File: config.mk
export PLATFORM = sky130hd
export DESIGN_NAME = bpsk_upsampler
export DESIGN_NICKNAME = d
export VERILOG_FILES = /design/src/rtl/bpsk_upsampler.sv
export SDC_FILE = /design/constraint.sdc
export NUM_CORES = 1
export LEC_CHECK = 0
export BUFFER_PORTS_ARGS = -buffer_cell sky130_fd_sc_hd__buf_2
export CAP_MARGIN = 5
export CORE_AREA = 5 5 43 45
export CTS_BUF_LIST = sky130_fd_sc_hd__clkbuf_4 sky130_fd_sc_hd__clkbuf_8
export DETAILED_ROUTE_END_ITERATION = 16
export DIE_AREA = 0 0 48 50
export PLACE_DENSITY_LB_ADDON = 0.12
export SLEW_MARGIN = 25
export SYNTH_ARGS = -nofsm -noshare
export SYNTH_HDL_FRONTEND = slang
export SYNTH_SLANG_ARGS = --single-unit
File: constraint.sdc
create_clock -name clk -period 2.1 [get_ports clk]
set_input_delay 0 -clock clk [delete_from_list [all_inputs] [get_ports clk]]
set_output_delay 0 -clock clk [all_outputs]
set_load 0.01 [all_outputs]
File: src/rtl/bpsk_upsampler.sv
// bpsk_upsampler: maps a serial bit stream onto +/-1.0 fixed-point BPSK symbols
// and zero-stuffs SPS-1 zero samples after each symbol. One output sample is
// produced every CLK_DIV enabled clock cycles and flagged by o_new_sample.
module bpsk_upsampler #(
  parameter int SYMBOL_WIDTH = 16,
  parameter int SYMBOL_FRAC  = 14,
  parameter int SPS          = 8,
  parameter int CLK_DIV      = 4
) (
  input  logic                           clk,
  input  logic                           rst,
  input  logic                           en,
  input  logic                           i_bit,
  input  logic                           i_valid,
  output logic                           o_ready,
  output logic signed [SYMBOL_WIDTH-1:0] o_sample,
  output logic                           o_new_sample,
  output logic                           o_busy,
  output logic                           o_underrun
);
  // state | meaning
  // IDLE  | no symbol in flight; ticks emit zeros until a bit is buffered
  // RUN   | inside a symbol period; phase counts samples 0..SPS-1, phase 0 is the symbol slot

  localparam int CNT_W = (CLK_DIV > 1) ? $clog2(CLK_DIV) : 1;
  localparam int PH_W  = (SPS > 1) ? $clog2(SPS) : 1;

  localparam logic [CNT_W-1:0] CNT_MAX  = CNT_W'(CLK_DIV - 1);
  localparam logic [PH_W-1:0]  PH_MAX   = PH_W'((SPS > 1) ? SPS - 1 : 0);
  localparam logic [PH_W-1:0]  PH_FIRST = PH_W'((SPS > 1) ? 1 : 0);

  localparam logic signed [SYMBOL_WIDTH-1:0] SYM_POS = SYMBOL_WIDTH'(1) << SYMBOL_FRAC;
  localparam logic signed [SYMBOL_WIDTH-1:0] SYM_NEG = -SYM_POS;

  localparam logic [0:0] ST_IDLE = 1'b0;
  localparam logic [0:0] ST_RUN  = 1'b1;

  // Illegal parameter sets stop elaboration.
  if (CLK_DIV < 2) begin : g_chk_clk_div
    $error("bpsk_upsampler: CLK_DIV must be >= 2");
  end
  if (SPS < 1) begin : g_chk_sps
    $error("bpsk_upsampler: SPS must be >= 1");
  end
  if (SYMBOL_FRAC > SYMBOL_WIDTH - 2) begin : g_chk_frac
    $error("bpsk_upsampler: SYMBOL_FRAC must be <= SYMBOL_WIDTH-2");
  end

  logic [CNT_W-1:0]               cnt;
  logic [PH_W-1:0]                phase;
  logic [0:0]                     state;
  logic                           buf_bit;
  logic                           buf_full;
  logic                           tick;
  logic                           accept;
  logic                           consume;
  logic                           underrun;
  logic [0:0]                     nxt_state;
  logic [PH_W-1:0]                nxt_phase;
  logic signed [SYMBOL_WIDTH-1:0] nxt_sample;

  // A full buffer blocks acceptance, so accept and consume can never coincide.
  assign o_ready = en && !buf_full && !rst;
  assign accept  = i_valid && o_ready;
  assign tick    = en && (cnt == CNT_MAX);
  assign o_busy  = (state == ST_RUN);

  // Decide what the next tick emits and where the FSM goes.
  always_comb begin
    nxt_state  = state;
    nxt_phase  = phase;
    nxt_sample = '0;
    consume    = 1'b0;
    underrun   = 1'b0;
    if (state == ST_IDLE) begin
      if (buf_full) begin
        consume    = 1'b1;
        nxt_sample = buf_bit ? SYM_POS : SYM_NEG;
        nxt_phase  = PH_FIRST;
        nxt_state  = ST_RUN;
      end
    end else if (phase != '0) begin
      nxt_phase = (phase == PH_MAX) ? '0 : phase + 1'b1;
    end else if (buf_full) begin
      consume    = 1'b1;
      nxt_sample = buf_bit ? SYM_POS : SYM_NEG;
      nxt_phase  = PH_FIRST;
    end else begin
      underrun  = 1'b1;
      nxt_state = ST_IDLE;
    end
  end

  // One-entry bit buffer: filled on accept, emptied when a symbol slot takes it.
  always_ff @(posedge clk) begin
    if (rst) begin
      buf_full <= 1'b0;
      buf_bit  <= 1'b0;
    end else if (accept) begin
      buf_full <= 1'b1;
      buf_bit  <= i_bit;
    end else if (tick && consume) begin
      buf_full <= 1'b0;
    end
  end

  // Tick divider, FSM and registered sample outputs; all frozen while en is low.
  always_ff @(posedge clk) begin
    if (rst) begin
      cnt          <= '0;
      phase        <= '0;
      state        <= ST_IDLE;
      o_sample     <= '0;
      o_new_sample <= 1'b0;
      o_underrun   <= 1'b0;
    end else begin
      o_new_sample <= 1'b0;
      o_underrun   <= 1'b0;
      if (en) begin
        cnt <= tick ? '0 : cnt + 1'b1;
        if (tick) begin
          o_sample     <= nxt_sample;
          o_new_sample <= 1'b1;
          o_underrun   <= underrun;
          state        <= nxt_state;
          phase        <= nxt_phase;
        end
      end
    end
  end

endmodule

==> results.toml, run 1 <==
[sta]
rsz0062_at_grt = "no"
number_of_pins_exceeding_their_max_slew_limit_in_the_final_report = 0
final-setup-viol-count = 0
final_period_minus_worst_setup_slack_ps = 1370
clock.fmax_mhz = 731
setup_tns_ps = 0
final_hold_violation_count = 0
final.setup_skew_ps = 0.860
finalCritPeriodShare = 0.651

[power]
seq_power_share = 0.565
power.share.clock = 0.329
pwr-share-comb = 0.106
cell_internal_pwr_uw = 315
swShare = 0.256
p_leak_uw = 0.000349
p_switching_uw = 108
powerDensity_nw_per_um2 = 588
vdd_ir_drop_max_mv = 0.320
finalPower_uw = 424

[global_route]
first_pass_grt_wire_length_mm = 1.97
via_count_of_the_first_global_routing_pass = 451
groute.usage.overall = 0.113
overflow = 0
pin_count_of_the_biggest_net_entering_global_routing = 13
antenna_found_initial = 0

[cts]
root_buffer_selected_by_cts = "sky130_fd_sc_hd__clkbuf_4"
cts_max_path_buffers = 2
postCtsSetupRepairBufs = 0
clock_slew_at_reported_path_ffs_ps = 70
insertion_delay_ps = 270
numCtsBuffers = 3
htree_levels = 1
cts_resized = 0
cts_tree = "built"
clkSinkCount = 12

[synth]
synth_top_cells_by_count = "sky130_fd_sc_hd__buf_4 (14), sky130_fd_sc_hd__dfxtp_1 (12), sky130_fd_sc_hd__nor2_1 (6), sky130_fd_sc_hd__a21oi_1 (5), sky130_fd_sc_hd__ha_1 (4)"
synth.yosys.seq_area_share = 0.333
yosysMostFrequentCell = "sky130_fd_sc_hd__buf_4"
synth.distinct_cells = 31
syn-mean-instance-area_um2 = 9.36
synth_mux_area_frac = 0.0417
main_combinational_cell_family_by_area_after_synthesis = "buffers and inverters"
netlist_area_pre_place_um2 = 721
synthDominantCellAreaShare = 0.333
fraction_of_registers_with_async_set_reset = 0
synth_compound_gate_area_share = 0.158
synth_xor_area_frac = 0
synthSimpleGateAreaFrac = 0.167
synth_fa_ha_area_frac = 0.0694
netlist.top_cell.by_area = "sky130_fd_sc_hd__dfxtp_1"
synth.area.top_cells = "sky130_fd_sc_hd__dfxtp_1 (33%), sky130_fd_sc_hd__buf_4 (15%), sky130_fd_sc_hd__ha_1 (6.9%), sky130_fd_sc_hd__buf_6 (4.7%), sky130_fd_sc_hd__mux2i_1 (4.2%)"
synth-warning-count = 0
postSynthCellCount = 77
postSynthRegisterBits = 12
edff_count_synth = 0
synth-main-ff-cell = "sky130_fd_sc_hd__dfxtp_1"

[status]
status = "completed"

[floorplan]
dieWidth_um = 48
fp.dieArea_um2 = 2400
start_util = 0.502
coreArea_um2 = 1440
fp.dieH_um = 50
placement_rows = 14
floorplan.io_pins = 25

[run]
max_cap_violations = 0

[routing]
via_count = 495
detail_route.iter0.violations = 12
detail-route-antenna-nets = 0
wire_per_inst_um = 11.5
drcViolationCount = 0
detailedRoute.firstPassIterationCount = 4
postRouteWirelength_mm = 1.16
route.detailed.vias_per_inst = 4.90

[placement]
finalWeightedCongestion = 0.723
placedInstanceArea_um2 = 688
buffer_ports.inserted = 10
detailed_place_hpwl_um = 870

[worst_setup_path]
worstSetupPathType = "flip-flop to flip-flop"
worst-endpoint-arrival_ps = 1540
nature_of_the_critical_path_endpoint = "flip-flop"
crit_path_max_fo = 10
cp.required_ps = 2270
crit_path_start_kind = "flip-flop"

[layout]
finalNetCount = 96
n_antenna_cell = 0
area.growth.synth_to_final_pct = 0
num-fill-cells = 142
layout_cell_share_with_drive_strength_beyond_1 = 0.235
design_area_um2 = 721

[worst_hold_path]
hold_class = "input pin to flip-flop"
cells in the final DEF (no fill, tap or decap), types with 2 or more instances in the layout:
cell / n
sky130_fd_sc_hd__ha_1: 4
sky130_fd_sc_hd__nand4_1: 2
sky130_fd_sc_hd__mux2i_1: 3
sky130_fd_sc_hd__nand2_1: 3
sky130_fd_sc_hd__a21oi_1: 5
sky130_fd_sc_hd__buf_2: 10
sky130_fd_sc_hd__clkbuf_4: 3
sky130_fd_sc_hd__dfxtp_1: 12
sky130_fd_sc_hd__nor2_1: 6
sky130_fd_sc_hd__inv_1: 3
sky130_fd_sc_hd__o21ai_0: 2
sky130_fd_sc_hd__conb_1: 14
area by class of cell:
class / instances / area (um^2) / area share
multi-input cells: 56 / 367 / 0.509
flip-flops and latches: 12 / 240 / 0.333
repair buffers: 11 / 60.1 / 0.0833
clock buffers: 3 / 22.5 / 0.0313
well taps: 16 / 20.0 / 0.0278
inverters: 3 / 11.3 / 0.0156
final timing paths:
path           startpoint      endpoint  slack, ps  cells after the start
max              phase[0]      phase[0]        730                      5
min reg2reg  o_sample[15]  o_sample[15]        470                      2
min               i_valid      buf_full         30                      3
max reg2reg      phase[0]      phase[0]        730                      5
power groups by stage:
stage	sequential [uW]	combinational, uW	clock [uW]
after detailed placement	245	43.0	0
after CTS	239	44.4	147
after global routing	241	51.5	161
after floorplan	242	59.8	0
final	239	44.9	139
after global placement	245	42.4	0
worst max-delay path: stages (launching register included):
cell and delay [ps]:
sky130_fd_sc_hd__dfxtp_1 390, sky130_fd_sc_hd__inv_1 90, sky130_fd_sc_hd__ha_1 230, sky130_fd_sc_hd__nand2b_4 120, sky130_fd_sc_hd__a211oi_1 100, sky130_fd_sc_hd__a2111oi_2 330
cell families (layout without fill, tap and decap cells):
group                      count (synthesis)  after routing
AOI/OAI and AO/OA                         15             15
adders and majority gates                  4              4
buffers and inverters                     22             17
DFF                                       12             12
muxes                                      3              3
other                                      1             14
and+or+nand+nor                           20             20
state kept, by name, indices dropped and copies added (netlist names):
signal / cells
o_underrun: 1
o_busy: 1
buf_full: 1
cnt: 2
buf_bit: 1
phase: 3
o_sample: 2
o_new_sample: 1
per-layer routing:
layer  wire length [um]  global-route usage
met1                494               0.138
met2                567               0.170
met3                100              0.0691
met4                  0              0.0179
met5                  0                   0
repair_timing:
item | 4_1_cts | 5_1_grt
setup endpoints to repair | 0 | 0
hold buffers | 1 | 0
hold endpoints to repair | 1 | 0
stage by stage:
stage	utilization	hold WS [ps]	instances	setup WS [ps]
after global placement	0.479	232	97	775
after detailed placement	0.479	239	97	758
final	0.502	28.1	101	732
after CTS	0.502	24.1	101	744
after global routing	0.502	50.8	101	598
after floorplan	-	68.9	90	770
Power figures use the tool's default switching activity.
==> run 2: changes to the inputs <==
Settings changed: CORE_AREA 5 5 43 45 to 5 5 47 49, DIE_AREA 0 0 48 50 to 0 0 52 54.
Clock period 2.1 ns to 1.2 ns, I/O delays scaled along.
==> results.toml, run 2 (same netlist as run 1, synthesis figures left out) <==
[status]
status = "completed"

[worst_setup_path]
crit_path_max_incr_delay_ps = 370
worst-endpoint-arrival_ps = 1360
critical-path-slowest-cell = "sky130_fd_sc_hd__dfxtp_4"
nature_of_the_critical_path_endpoint = "flip-flop"
crit_path_cell_trace = "ha_4, ha_4, o2111a_1, a2111oi_2"
cp.required_ps = 1360
crit_path_max_fo = 3
worstSetupPathType = "flip-flop to flip-flop"
dominant_cell_type_by_count_on_the_critical_path = "sky130_fd_sc_hd__ha_4"
crit_path_start_kind = "flip-flop"

[floorplan]
start_util = 0.396
dieWidth_um = 52
placement_rows = 16
fp.dieH_um = 54
fp.dieArea_um2 = 2810
coreArea_um2 = 1820
floorplan.io_pins = 25

[routing]
drcViolationCount = 0
route.detailed.vias_per_inst = 4.40
detail-route-antenna-nets = 0
postRouteWirelength_mm = 1.31
wire_per_inst_um = 10.7
detailedRoute.firstPassIterationCount = 3
via_count = 537
detail_route.iter0.violations = 1

[cts]
htree_levels = 1
clkSinkCount = 12
cts_tree = "built"
insertion_delay_ps = 260
clock_slew_at_reported_path_ffs_ps = 70
root_buffer_selected_by_cts = "sky130_fd_sc_hd__clkbuf_4"
cts_max_path_buffers = 2
numCtsBuffers = 3

[global_route]
pin_count_of_the_biggest_net_entering_global_routing = 13
first_pass_grt_wire_length_mm = 2.12
overflow = 0
via_count_of_the_first_global_routing_pass = 474
groute.usage.overall = 0.108
antenna_found_initial = 0

[sta]
timing.hold.ws_ps = 32.5
final_period_minus_worst_setup_slack_ps = 1200
final_hold_violation_count = 0
final.setup_skew_ps = 2.78
final.setup.worst_slack_ps = 1.74
rsz0062_at_grt = "yes"
finalCritPeriodShare = 0.999
final-setup-viol-count = 0
number_of_pins_exceeding_their_max_slew_limit_in_the_final_report = 0
clock.fmax_mhz = 835

[placement]
finalWeightedCongestion = 0.703
detailed_place_hpwl_um = 951
place.detailed.instances = 115
placedInstanceArea_um2 = 787
pre_cts_setup_slack_ps = -21.6
buffer_ports.inserted = 10

[layout]
num-fill-cells = 185
most-common-layout-cells = "sky130_fd_sc_hd__conb_1 (14), sky130_fd_sc_hd__buf_2 (10), sky130_fd_sc_hd__dfxtp_1 (9), sky130_fd_sc_hd__buf_4 (9), sky130_fd_sc_hd__nor2_1 (6)"
n_antenna_cell = 0
regArea_um2 = 249
regMostFlops = "phase"
post_layout_nonfiller_instances = 122
largest_register_ffs = 3
top_regs = "phase: 3 flops, cnt: 2 flops, o_sample: 2 flops"
finalNetCount = 106
design_area_um2 = 890
area.growth.synth_to_final_pct = 23.4
mostFrequentLayoutCell = "sky130_fd_sc_hd__conb_1"
layout_cell_share_with_drive_strength_beyond_1 = 0.421
footprint_of_the_multi_input_gates_um2 = 420

[power]
p_leak_uw = 0.000401
powerDensity_nw_per_um2 = 842
vdd_ir_drop_max_mv = 0.614

[worst_hold_path]
hold_class = "input pin to flip-flop"

[run]
max_cap_violations = 0
## run 2: cell count changes in the layout (fill, tap and decap cells not counted), sizes merged
cell  delta
buf     +10
## run 2: metal layers
layer / vias to the layer above / GRT usage / wire length [um]
met4: 0 / 0.0262 / 10
met5: - / 0 / 0
met3: 2 / 0.0582 / 87
met1: 247 / 0.130 / 567
met2: 15 / 0.169 / 644
li1: 273 / - / -
## run 2: worst paths after layout
path	startpoint	end	slack (ps)	cells past startpoint
hold / removal	i_valid	buf_full	30	3
setup reg to reg	phase[0]	phase[0]	2	4
hold reg to reg	o_sample[15]	o_sample[15]	470	2
setup / recovery	phase[0]	phase[0]	2	4
## run 2: critical path, delay by kind of cell, from the launching register on
kind / cells / cell delay, ps
compound gates: 2 / 410
flops: 1 / 370
fa+ha+maj: 2 / 320
## run 2: repair_timing
action | CTS | global route
hold endpoints to repair | 1 | 0
buffers inserted | 1 | 2
pin swaps | 1 | 3
gates resized for setup | 2 | 8
endpoints found under the setup margin | 3 | 8
hold buffers | 1 | 0
## run 2: where the power goes
part	total [uW]	leakage [uW]	internal, uW	switching [uW]
clock network	236	0.0000138	116	120
registers	418	0.0000994	405	13.1
logic	94.4	0.000288	39.1	55.3
total	749	0.000401	560	189
## run 2: cell type report
| class | instances | area share |
|---|---|---|
| Tap cell | 27 | 0.0380 |
| Inverter | 3 | 0.0183 |
| Multi-Input combinational cell | 56 | 0.473 |
| Clock buffer | 3 | 0.0253 |
| Timing Repair Buffer | 21 | 0.166 |
| Sequential cell | 12 | 0.280 |
## run 2: per-stage QoR
| stage | utilization | power (uW) | setup TNS (ps) |
|---|---|---|---|
| after floorplan | - | 528 | -14.2 |
| after global placement | 0.432 | 514 | -19.0 |
| after detailed placement | 0.432 | 516 | -27.4 |
| after CTS | 0.461 | 762 | -12.4 |
| after global routing | 0.488 | 799 | -132 |
| final | 0.488 | 749 | 0 |
==> run 3: changes to the inputs <==
Settings changed: BUFFER_PORTS_ARGS -buffer_cell sky130_fd_sc_hd__buf_2 to -buffer_cell sky130_fd_sc_hd__buf_4.
==> results.toml, run 3 (same netlist as run 1, synthesis figures left out) <==
[layout]
regMostFlops = "phase"
top_regs = "phase: 3 flops, cnt: 2 flops, o_sample: 2 flops"
area.growth.synth_to_final_pct = 17.0
regArea_um2 = 243
layout_cell_share_with_drive_strength_beyond_1 = 0.374
footprint_of_the_multi_input_gates_um2 = 400
num-fill-cells = 198
design_area_um2 = 843
n_antenna_cell = 0
mostFrequentLayoutCell = "sky130_fd_sc_hd__buf_4"
finalNetCount = 102
largest_register_ffs = 3
most-common-layout-cells = "sky130_fd_sc_hd__buf_4 (15), sky130_fd_sc_hd__conb_1 (14), sky130_fd_sc_hd__dfxtp_1 (10)"

[sta]
rsz0062_at_grt = "yes"
final_hold_violation_count = 0
timing.hold.ws_ps = 24.6
final.setup_skew_ps = 2.22
final_period_minus_worst_setup_slack_ps = 1250
final.setup.worst_slack_ps = -53.9
final-setup-viol-count = 2
finalCritPeriodShare = 1.04
clock.fmax_mhz = 797
number_of_pins_exceeding_their_max_slew_limit_in_the_final_report = 0
setup_tns_ps = -55.9

[routing]
highest_layer = "met4"
route.detailed.vias_per_inst = 4.65
detailroute.wirelength.met3_um = 86
detail_route.iter0.violations = 4
via_count = 549
wl_met2_um = 636
drcViolationCount = 0
wire_per_inst_um = 11.4
detailedRoute.firstPassIterationCount = 4
detail-route-antenna-nets = 0
postRouteWirelength_mm = 1.35
wl_met1_um = 608

[global_route]
pin_count_of_the_biggest_net_entering_global_routing = 13
overflow = 0
via_count_of_the_first_global_routing_pass = 479
antenna_found_initial = 0
groute.usage.overall = 0.102
first_pass_grt_wire_length_mm = 2.03

[power]
finalPower_uw = 764
pwr-share-comb = 0.129
p_leak_uw = 0.000377
cell_internal_pwr_uw = 568
swShare = 0.256
p_switching_uw = 195
seq_power_share = 0.553
vdd_ir_drop_max_mv = 0.540
power.share.clock = 0.318
powerDensity_nw_per_um2 = 906

[floorplan]
floorplan.io_pins = 25
dieWidth_um = 52
start_util = 0.396
coreArea_um2 = 1820
fp.dieH_um = 54
fp.dieArea_um2 = 2810
placement_rows = 16

[cts]
numCtsBuffers = 3
htree_levels = 1
cts_tree = "built"
root_buffer_selected_by_cts = "sky130_fd_sc_hd__clkbuf_4"
insertion_delay_ps = 270
clkSinkCount = 12
cts_max_path_buffers = 2
clock_slew_at_reported_path_ffs_ps = 70

[worst_setup_path]
dominant_cell_type_by_count_on_the_critical_path = "sky130_fd_sc_hd__ha_2"
nature_of_the_critical_path_endpoint = "flip-flop"
crit_end = "phase[0]"
timing.reg2reg.setup_slack_ps = -50
crit_path_max_incr_delay_ps = 350
critPathLaunch = "phase[0]"
crit_path_start_kind = "flip-flop"
reg_to_reg_endpoint = "phase[0]"
worstRegToRegCells = 4
worst-endpoint-arrival_ps = 1420
reg2reg_from = "phase[0]"
crit_path_cell_trace = "ha_2, ha_2, o2111a_1, a2111oi_2"
cp.required_ps = 1370
critical-path-slowest-cell = "sky130_fd_sc_hd__dfxtp_2"
worstSetupPathType = "flip-flop to flip-flop"
crit_path_max_fo = 4

[placement]
finalWeightedCongestion = 0.761
detailed_place_hpwl_mm = 1.00
placedInstanceArea_um2 = 785
pre_cts_setup_slack_ps = -65.3
buffer_ports.inserted = 10

[run]
max_cap_violations = 0

[status]
violated_checks = "setup timing"
status = "finished, violations left"

[worst_hold_path]
hold_class = "input pin to flip-flop"
[run 3: cell types whose count changed in the layout (fill, tap and decap cells not counted), moves of 2 or more]
| cell | change |
|---|---|
| sky130_fd_sc_hd__buf_2 | -10 |
| sky130_fd_sc_hd__buf_4 | +6 |
| sky130_fd_sc_hd__dfxtp_4 | -2 |
| sky130_fd_sc_hd__ha_2 | +2 |
| sky130_fd_sc_hd__ha_4 | -2 |
| sky130_fd_sc_hd__inv_2 | +2 |
| sky130_fd_sc_hd__inv_4 | -2 |
[run 3: cell type report]
cell class,instances,area share
multi-input cells,56,0.475
flip-flops and latches,12,0.288
repair buffers,17,0.157
well taps,27,0.0401
clock buffers,3,0.0267
inverters,3,0.0134
[run 3: metrics by stage]
step | utilization | cells
floorplan | - | 90
global placement | 0.431 | 113
detailed placement | 0.431 | 113
CTS | 0.454 | 118
global route | 0.463 | 118
finish | 0.463 | 118
[run 3: power by group through the flow]
stage | Sequential (uW) | Clock, uW | Combinational [uW]
3_5_place_dp | 428 | 0 | 89.6
4_1_cts | 419 | 253 | 95.0
6_report | 422 | 243 | 98.8
3_3_place_gp | 428 | 0 | 88.8
2_1_floorplan | 423 | 0 | 105
5_1_grt | 424 | 282 | 112
[run 3: worst min-delay path by stage]
stage | start | slack (ps) | to | depth (start not counted)
floorplan | rst | 70 | phase[0] | 1
global placement | i_bit | 240 | buf_bit | 3
detailed placement | i_bit | 250 | buf_bit | 3
CTS | i_valid | 30 | buf_full | 3
global route | en | 60 | phase[0] | 3
finish | i_valid | 20 | buf_full | 3
[run 3: routing by layer]
metal  global-route usage  vias up
met5                    0        -
met3               0.0499        4
met2                0.157       14
met4               0.0611        0
li1                     -      269
met1                0.115      262
[run 3: worst max-delay path: cells and delay by family (launching register included)]
kind            cells  cell delay (ps)
flops               1              350
fa+ha+maj           2              350
compound gates      2              450
[run 3: repair_timing]
item                                    CTS  global route
gates resized for setup                   0             4
buffers inserted                          0             0
pin swaps                                 0             0
endpoints found under the setup margin    3             6
hold endpoints to repair                  5             0
hold buffers                              2             0
